**src/rtl/lc3_dmem_access.sv**
```systemverilog
// LC3 data-memory access unit: services read, write and two-phase indirect
// accesses from the controller against a req/ack data memory with a timeout.
module lc3_dmem_access #(
  parameter int unsigned TIMEOUT_CYCLES = 255
) (
  input  logic        clk,
  input  logic        rst,
  input  logic [1:0]  mem_state,
  input  logic [15:0] M_Addr,
  input  logic [15:0] M_Data,
  input  logic        dmem_ack,
  input  logic [15:0] dmem_rdata,
  output logic        dmem_req,
  output logic        dmem_we,
  output logic [15:0] dmem_addr,
  output logic [15:0] dmem_wdata,
  output logic        complete_data,
  output logic [15:0] DMem_dout,
  output logic        mem_err
);

  localparam logic [1:0] IDLE = 2'd0;
  localparam logic [1:0] REQ  = 2'd1;
  localparam logic [1:0] DONE = 2'd2;

  localparam logic [1:0] T_READ  = 2'd0;
  localparam logic [1:0] T_IND   = 2'd1;
  localparam logic [1:0] T_WRITE = 2'd2;
  localparam logic [1:0] T_NONE  = 2'd3;

  localparam logic [7:0] TIMER_LAST = 8'(TIMEOUT_CYCLES - 1);

  logic [1:0]  state;
  logic [1:0]  acc_type;
  logic [7:0]  timer;
  logic [15:0] ptr;
  logic        ind_valid;
  logic        armed;
  logic        accept;
  logic        rearm;

  // A held request type must not retrigger; idle or a new type re-arms.
  assign rearm  = (mem_state == T_NONE) || (mem_state != acc_type);
  assign accept = (state == IDLE) && (mem_state != T_NONE) && armed;

  always_ff @(posedge clk or negedge rst) begin
    if (!rst) begin
      state         <= IDLE;
      acc_type      <= T_NONE;
      timer         <= 8'd0;
      ptr           <= 16'h0000;
      ind_valid     <= 1'b0;
      armed         <= 1'b1;
      dmem_req      <= 1'b0;
      dmem_we       <= 1'b0;
      dmem_addr     <= 16'h0000;
      dmem_wdata    <= 16'h0000;
      complete_data <= 1'b0;
      DMem_dout     <= 16'h0000;
      mem_err       <= 1'b0;
    end else begin
      case (state)
        IDLE: begin
          if (rearm) armed <= 1'b1;
          if (mem_state == T_NONE) ind_valid <= 1'b0;
          if (accept) begin
            state      <= REQ;
            acc_type   <= mem_state;
            dmem_addr  <= ind_valid ? ptr : M_Addr;
            dmem_wdata <= M_Data;
            dmem_we    <= (mem_state == T_WRITE);
            dmem_req   <= 1'b1;
            timer      <= 8'd0;
            mem_err    <= 1'b0;
            ind_valid  <= 1'b0;
          end
        end
        REQ: begin
          // Ack takes priority over expiry in the same cycle.
          if (dmem_ack) begin
            state         <= DONE;
            dmem_req      <= 1'b0;
            complete_data <= 1'b1;
            armed         <= 1'b0;
            if (acc_type == T_READ) DMem_dout <= dmem_rdata;
            if (acc_type == T_IND) begin
              ptr       <= dmem_rdata;
              ind_valid <= 1'b1;
            end
          end else if (timer >= TIMER_LAST) begin
            state         <= DONE;
            dmem_req      <= 1'b0;
            complete_data <= 1'b1;
            armed         <= 1'b0;
            mem_err       <= 1'b1;
            if (acc_type == T_READ) DMem_dout <= 16'h0000;
          end else begin
            timer <= timer + 8'd1;
          end
        end
        DONE: begin
          complete_data <= 1'b0;
          state         <= IDLE;
          if (rearm) armed <= 1'b1;
        end
        default: begin
          state         <= IDLE;
          dmem_req      <= 1'b0;
          complete_data <= 1'b0;
        end
      endcase
    end
  end

endmodule

```
**config.mk**
```make
export PLATFORM = sky130hd
export DESIGN_NAME = lc3_dmem_access
export DESIGN_NICKNAME = d
export VERILOG_FILES = /design/src/rtl/lc3_dmem_access.sv
export SDC_FILE = /design/constraint.sdc
export NUM_CORES = 1
export LEC_CHECK = 0
export BUFFER_PORTS_ARGS = -buffer_cell sky130_fd_sc_hd__buf_2
export CORE_MARGIN = 1.5
export CORE_UTILIZATION = 45
export CTS_CLUSTER_DIAMETER = 60
export DETAILED_ROUTE_END_ITERATION = 6
export MAX_ROUTING_LAYER = met4
export PLACE_DENSITY = 0.82
export SLEW_MARGIN = 20
export SYNTH_ARGS = -nofsm -noshare
export SYNTH_HDL_FRONTEND = slang
export SYNTH_SLANG_ARGS = --single-unit
```
**constraint.sdc**
```tcl
create_clock -name clk -period 2.2 [get_ports clk]
set_input_delay 0.33 -clock clk [delete_from_list [all_inputs] [get_ports clk]]
set_output_delay 0.33 -clock clk [all_outputs]
set_load 0.05 [all_outputs]
```
Word-level counts from Yosys, hierarchy flattened
Cells that the tools add are included.
{"block": "classes", "add_sub_neg": 1, "bitwise_logic": 2, "n_mux": 30, "n_reduce_logical": 19, "eq_ne": 16, "order_cmp": 1}
{"cell": "16-bit two-way mux", "n": 5}
{"cell": "8-bit two-way mux", "n": 3}
{"cell": "8-bit case mux with 2 select lines", "n": 1}
{"cell": "2-bit inequality test (second input constant)", "n": 7}
{"cell": "1-bit two-way mux", "n": 12}
{"cell": "3-bit AND reduction", "n": 4}
{"cell": "4-bit AND reduction", "n": 3}
{"cell": "8-bit by 1-bit adder with 8-bit output (second input constant)", "n": 1}
{"cell": "8-bit greater-or-equal comparator (second input constant)", "n": 1}
{"cell": "1-bit case mux with 2 select lines", "n": 4}
{"cell": "2-bit equality test (second input constant)", "n": 3}
{"cell": "2-bit two-way mux", "n": 3}
{"cell": "3-bit inequality test (second input constant)", "n": 2}
{"cell": "2-bit AND reduction", "n": 3}
{"cell": "2-bit nonzero test", "n": 3}
{"cell": "2-bit by 1-bit equality test with 1-bit output (second input constant)", "n": 2}
{"cell": "2-bit zero test", "n": 2}
{"cell": "2-bit case mux with 2 select lines", "n": 1}
{"cell": "1-bit case mux with 3 select lines", "n": 1}
{"cell": "1-bit logical AND", "n": 2}
{"cell": "2-bit by 1-bit inequality test with 1-bit output (second input constant)", "n": 1}
{"cell": "2-bit inequality test", "n": 1}
{"cell": "1-bit inverter", "n": 2}
{"cell": "2-bit OR reduction", "n": 1}
{"cell": "1-bit logical OR", "n": 1}
{"block": "word_totals", "out_inout_bits": 52, "elab_cells": 82, "reg_bits": 82, "input_bits": 53}

Logic depth before layout (Yosys ltp)
{"block": "logic_depth", "depth_word": 5, "mapped_depth": 7, "mapped_depth_nobuf": 6}

Worst setup path before layout
OpenSTA, ideal clock, no wires.
{"block": "synth_path", "path_kind": "register to register", "startpoint": "register timer[0]", "endpoint": "register DMem_dout[10]", "setup_ps": 67, "synth_period_minus_slack_ps": 1578, "path_slack_ps": 622, "required_time_ps": 2133, "arrival_time_ps": 1511, "stages_incl_launch_ff": 8, "n_path_buf": 1, "cell_sequence": "dfrtp_1 > inv_1 > ha_1 > o211ai_1 > nor2_1 > o21ai_2 > buf_2 > a22o_1"}
{"block": "synth_between", "elab_chain_cells": 3}
{"item": "from (decl)", "line": "35", "rtl": "logic [7:0] timer;"}
{"item": "from (signal assigned)", "line": "98", "rtl": "timer <= timer + 8'd1;"}
{"item": "8-bit greater-or-equal comparator", "line": "90", "rtl": "end else if (timer >= TIMER_LAST) begin"}
{"item": "2-bit nonzero test (no line)"}
{"item": "3-bit AND reduction (no line)"}
{"item": "to (signal assigned)", "line": "85", "rtl": "if (acc_type == T_READ) DMem_dout <= dmem_rdata;"}
{"item": "to (decl)", "line": "18", "rtl": "output logic [15:0] DMem_dout,"}
Every way passes these cells.
A chain may end at the register's enable or synchronous reset.

Worst setup path after layout
{"block": "layout_path", "startpoint": "register timer[0]", "endpoint": "register DMem_dout[14]"}
Same word-level chain as after synthesis.

==> flow_metrics.env <==
export IMPL_grt_pass1_wl_um=12680
export IMPL_dp_cells=495
export IMPL_finalCritPeriodShare_pct=91.49
export IMPL_setup_viol=0
export IMPL_worstHoldPathType="in -> reg"
export IMPL_yosys_area_top_type="dfrtp_1"
export IMPL_vias=2614
export IMPL_synth_area_sq_mm=0.003442
export IMPL_die_w_um=90.46
export IMPL_wirelength_um=7436
export IMPL_rows=31
export IMPL_coreArea_sq_mm=0.007331
export IMPL_ys_seq_area_share_pct=59.72
export IMPL_final_hold_violation_count=0
export IMPL_max_cap_viol_count=0
export IMPL_crit_path_end_kind="flop"
export IMPL_tritoncts="yes"
export IMPL_synth_area_per_cell_sq_um=11.44
export IMPL_synth_warnings=0
export IMPL_critPathMaxFanout=16
export IMPL_yosysUniqueCellTypes=36
export IMPL_synth_area_leaders="dfrtp_1 (57%), nand2_1 (8.4%), mux2i_1 (4.9%)"
export IMPL_layout_drive_gt1_share_pct=37.05
export IMPL_antenna_found_initial=0
export IMPL_cts_root_buffer="clkbuf_8"
export IMPL_powerDensity_mw_per_mm2=1712
export IMPL_fin_crit_ps=2013
export IMPL_fmax_ghz=0.4968
export IMPL_max_slew_worst_pin_slew_ps=787.9
export IMPL_io_buffer_count=104
export IMPL_yosysMostFrequentCell="dfrtp_1"
export IMPL_cts_inserted_buffers=9
export IMPL_post_drt_wl_per_cell_um=14.52
export IMPL_synth_edf_count=0
export IMPL_place_hpwl_um=5304
export IMPL_clock_sinks=82
export IMPL_clock_latency_ps=350
export IMPL_finalPower_mw=7.330
export IMPL_cp_required_ps=2480
export IMPL_ys_ff_latch=82
export IMPL_first_global_vias=2665
export IMPL_htree_levels=3
export IMPL_grt_total_usage_pct=20.10
export IMPL_firstDrtPassIters=5
export IMPL_netlist_area_leader_share_pct=57.43
export IMPL_grt_max_degree=45
export IMPL_fin_skew_ps=8.576
export IMPL_ios=105
export IMPL_die_area_sq_mm=0.008183
export IMPL_clkTransAtPathRegs_ps=90
export IMPL_fin_nets=463
export IMPL_start_kind="flop"
export IMPL_viasPerCell=5.105
export IMPL_start_util_pct=46.95
export IMPL_diodes=0
export IMPL_drv_slew=0
export IMPL_ir_drop_mv=1.154
export IMPL_layout_cells_non_filler=512
export IMPL_clk_path_buf_depth=2
export IMPL_area_growth_pct=24.39
export IMPL_globalRouteOverflowTotal=0
export IMPL_globalplace_congestion=0.8533
export IMPL_fin_setup_tns_ps=0
export IMPL_crit_type="reg -> reg"
export IMPL_synthCells=301
export IMPL_ant_nets=0
export IMPL_ys_flop_type="dfrtp_1"
export IMPL_die_y_um=90.46
export IMPL_drt_iter0_markers=127
export IMPL_cp_arrival_ps=2300
export IMPL_synth_commonest_cells="dfrtp_1 (79), nand2_1 (77), o21ai_0 (21), a22o_1 (17), mux2i_1 (17)"
export IMPL_async_flop_share_pct=100.0
export IMPL_drc=0
export IMPL_run_status="complete, no violations"
export IMPL_slew_headroom_pct=47.46
export IMPL_rsz0062_at_grt="false"
export IMPL_cellLeakagePower_nw=2.216
export IMPL_syn_nets=356
-- registers in the layout, summed over array words and instances, names as in the netlist --
name and cells:
dmem_req 1, timer 8, state 2, dmem_addr 16, complete_data 1, armed 1, dmem_we 1, mem_err 1
ptr 16, DMem_dout 16, acc_type 2, ind_valid 1, dmem_wdata 16
-- area by class of cell --
type                    count  area, sq um
clock inverters             7        76.32
well taps                  99        123.9
flip-flops and latches     82         2056
repair buffers            110        583.1
inverters                   5        18.77
clock buffers               9        123.9
fillers                   602         3049
multi-input cells         200         1300
-- worst max-delay path, cell delays in order (launching register included) --
cell and delay, ps:
dfrtp_1 410, inv_1 70, ha_1 200, o211ai_1 230
nor2_1 140, o21ai_2 630, a22o_1 260
-- per-stage QoR --
| stage | hold WS (ps) | util, % | cell area, sq um | setup slack (ps) |
|---|---|---|---|---|
| 3_3_place_gp | 357.8 | 55.54 | 4071 | 358.1 |
| 6_report | 160.4 | 58.41 | 4282 | 187.3 |
| 5_1_grt | 144.5 | 58.41 | 4282 | 15.67 |
| 2_1_floorplan | 34.41 | - | 3442 | 622.4 |
| 3_5_place_dp | 356.6 | 55.54 | 4071 | 199.2 |
| 4_1_cts | 151.2 | 58.41 | 4282 | 170.7 |
-- cell usage in the layout (no fill, tap or decap), types with 2 or more instances in the layout --
master	netlist	layout
buf_2	7	103
clkbuf_8	0	9
nor3_1	5	5
inv_6	0	2
a21oi_1	4	4
dfstp_2	3	3
dfrtp_1	79	79
nand3_1	9	8
o21ai_0	21	21
mux2_2	7	7
o21ai_2	2	2
buf_4	1	5
a22o_1	17	17
mux2_4	10	10
nand2_1	77	77
a21o_1	4	4
inv_1	5	5
ha_1	2	2
mux2i_1	17	17
and3_1	2	2
nor2_1	8	8
clkinv_2	0	2
-- path summary, 6_finish.rpt --
kind                                           from                        end  slack (ps)  depth (start not counted)
max                            timer[0]$_DFFE_PN0P_  DMem_dout[14]$_DFFE_PN0P_         190                          6
min                                       M_Data[3]  dmem_wdata[3]$_DFFE_PN0P_         160                          3
max reg2reg                    timer[0]$_DFFE_PN0P_  DMem_dout[14]$_DFFE_PN0P_         190                          6
min reg2reg                dmem_addr[0]$_DFFE_PN0P_   dmem_addr[0]$_DFFE_PN0P_         480                          2
max in group asynchronous                       rst    acc_type[1]$_DFFE_PN1P_        1020                          3
min in group asynchronous                       rst   dmem_addr[8]$_DFFE_PN0P_         500                          2
-- layer usage --
| metal | track usage, % | wire length (um) |
|---|---|---|
| met5 | - | 0 |
| met4 | 6.878 | 103 |
| met3 | 4.209 | 286 |
| met1 | 25.49 | 3455 |
| met2 | 32.14 | 3590 |
-- repair_timing --
action                                 4_1_cts  5_1_grt
gates resized for setup                      0        0
endpoints found under the hold margin       43        0
setup buffers                                0        0
setup endpoints to repair                    0        0
hold buffers                                 1        0
-- cell families after synthesis --
family,share of synthesized area [%]
buffers and inverters,2.654
muxes,11.60
AOI/OAI and AO/OA,10.47
and+or+nand+nor,14.32
adders and majority gates,0.7269
DFF,59.72
xor gates and xnor gates,0.5090
-- where the power goes --
part / total, mW / internal, mW / switching, mW
sequential: 2.61 / 2.19 / 0.423
clock: 1.11 / 0.536 / 0.572
combinational: 3.61 / 1.05 / 2.56
(Power assumes the default switching activity.)
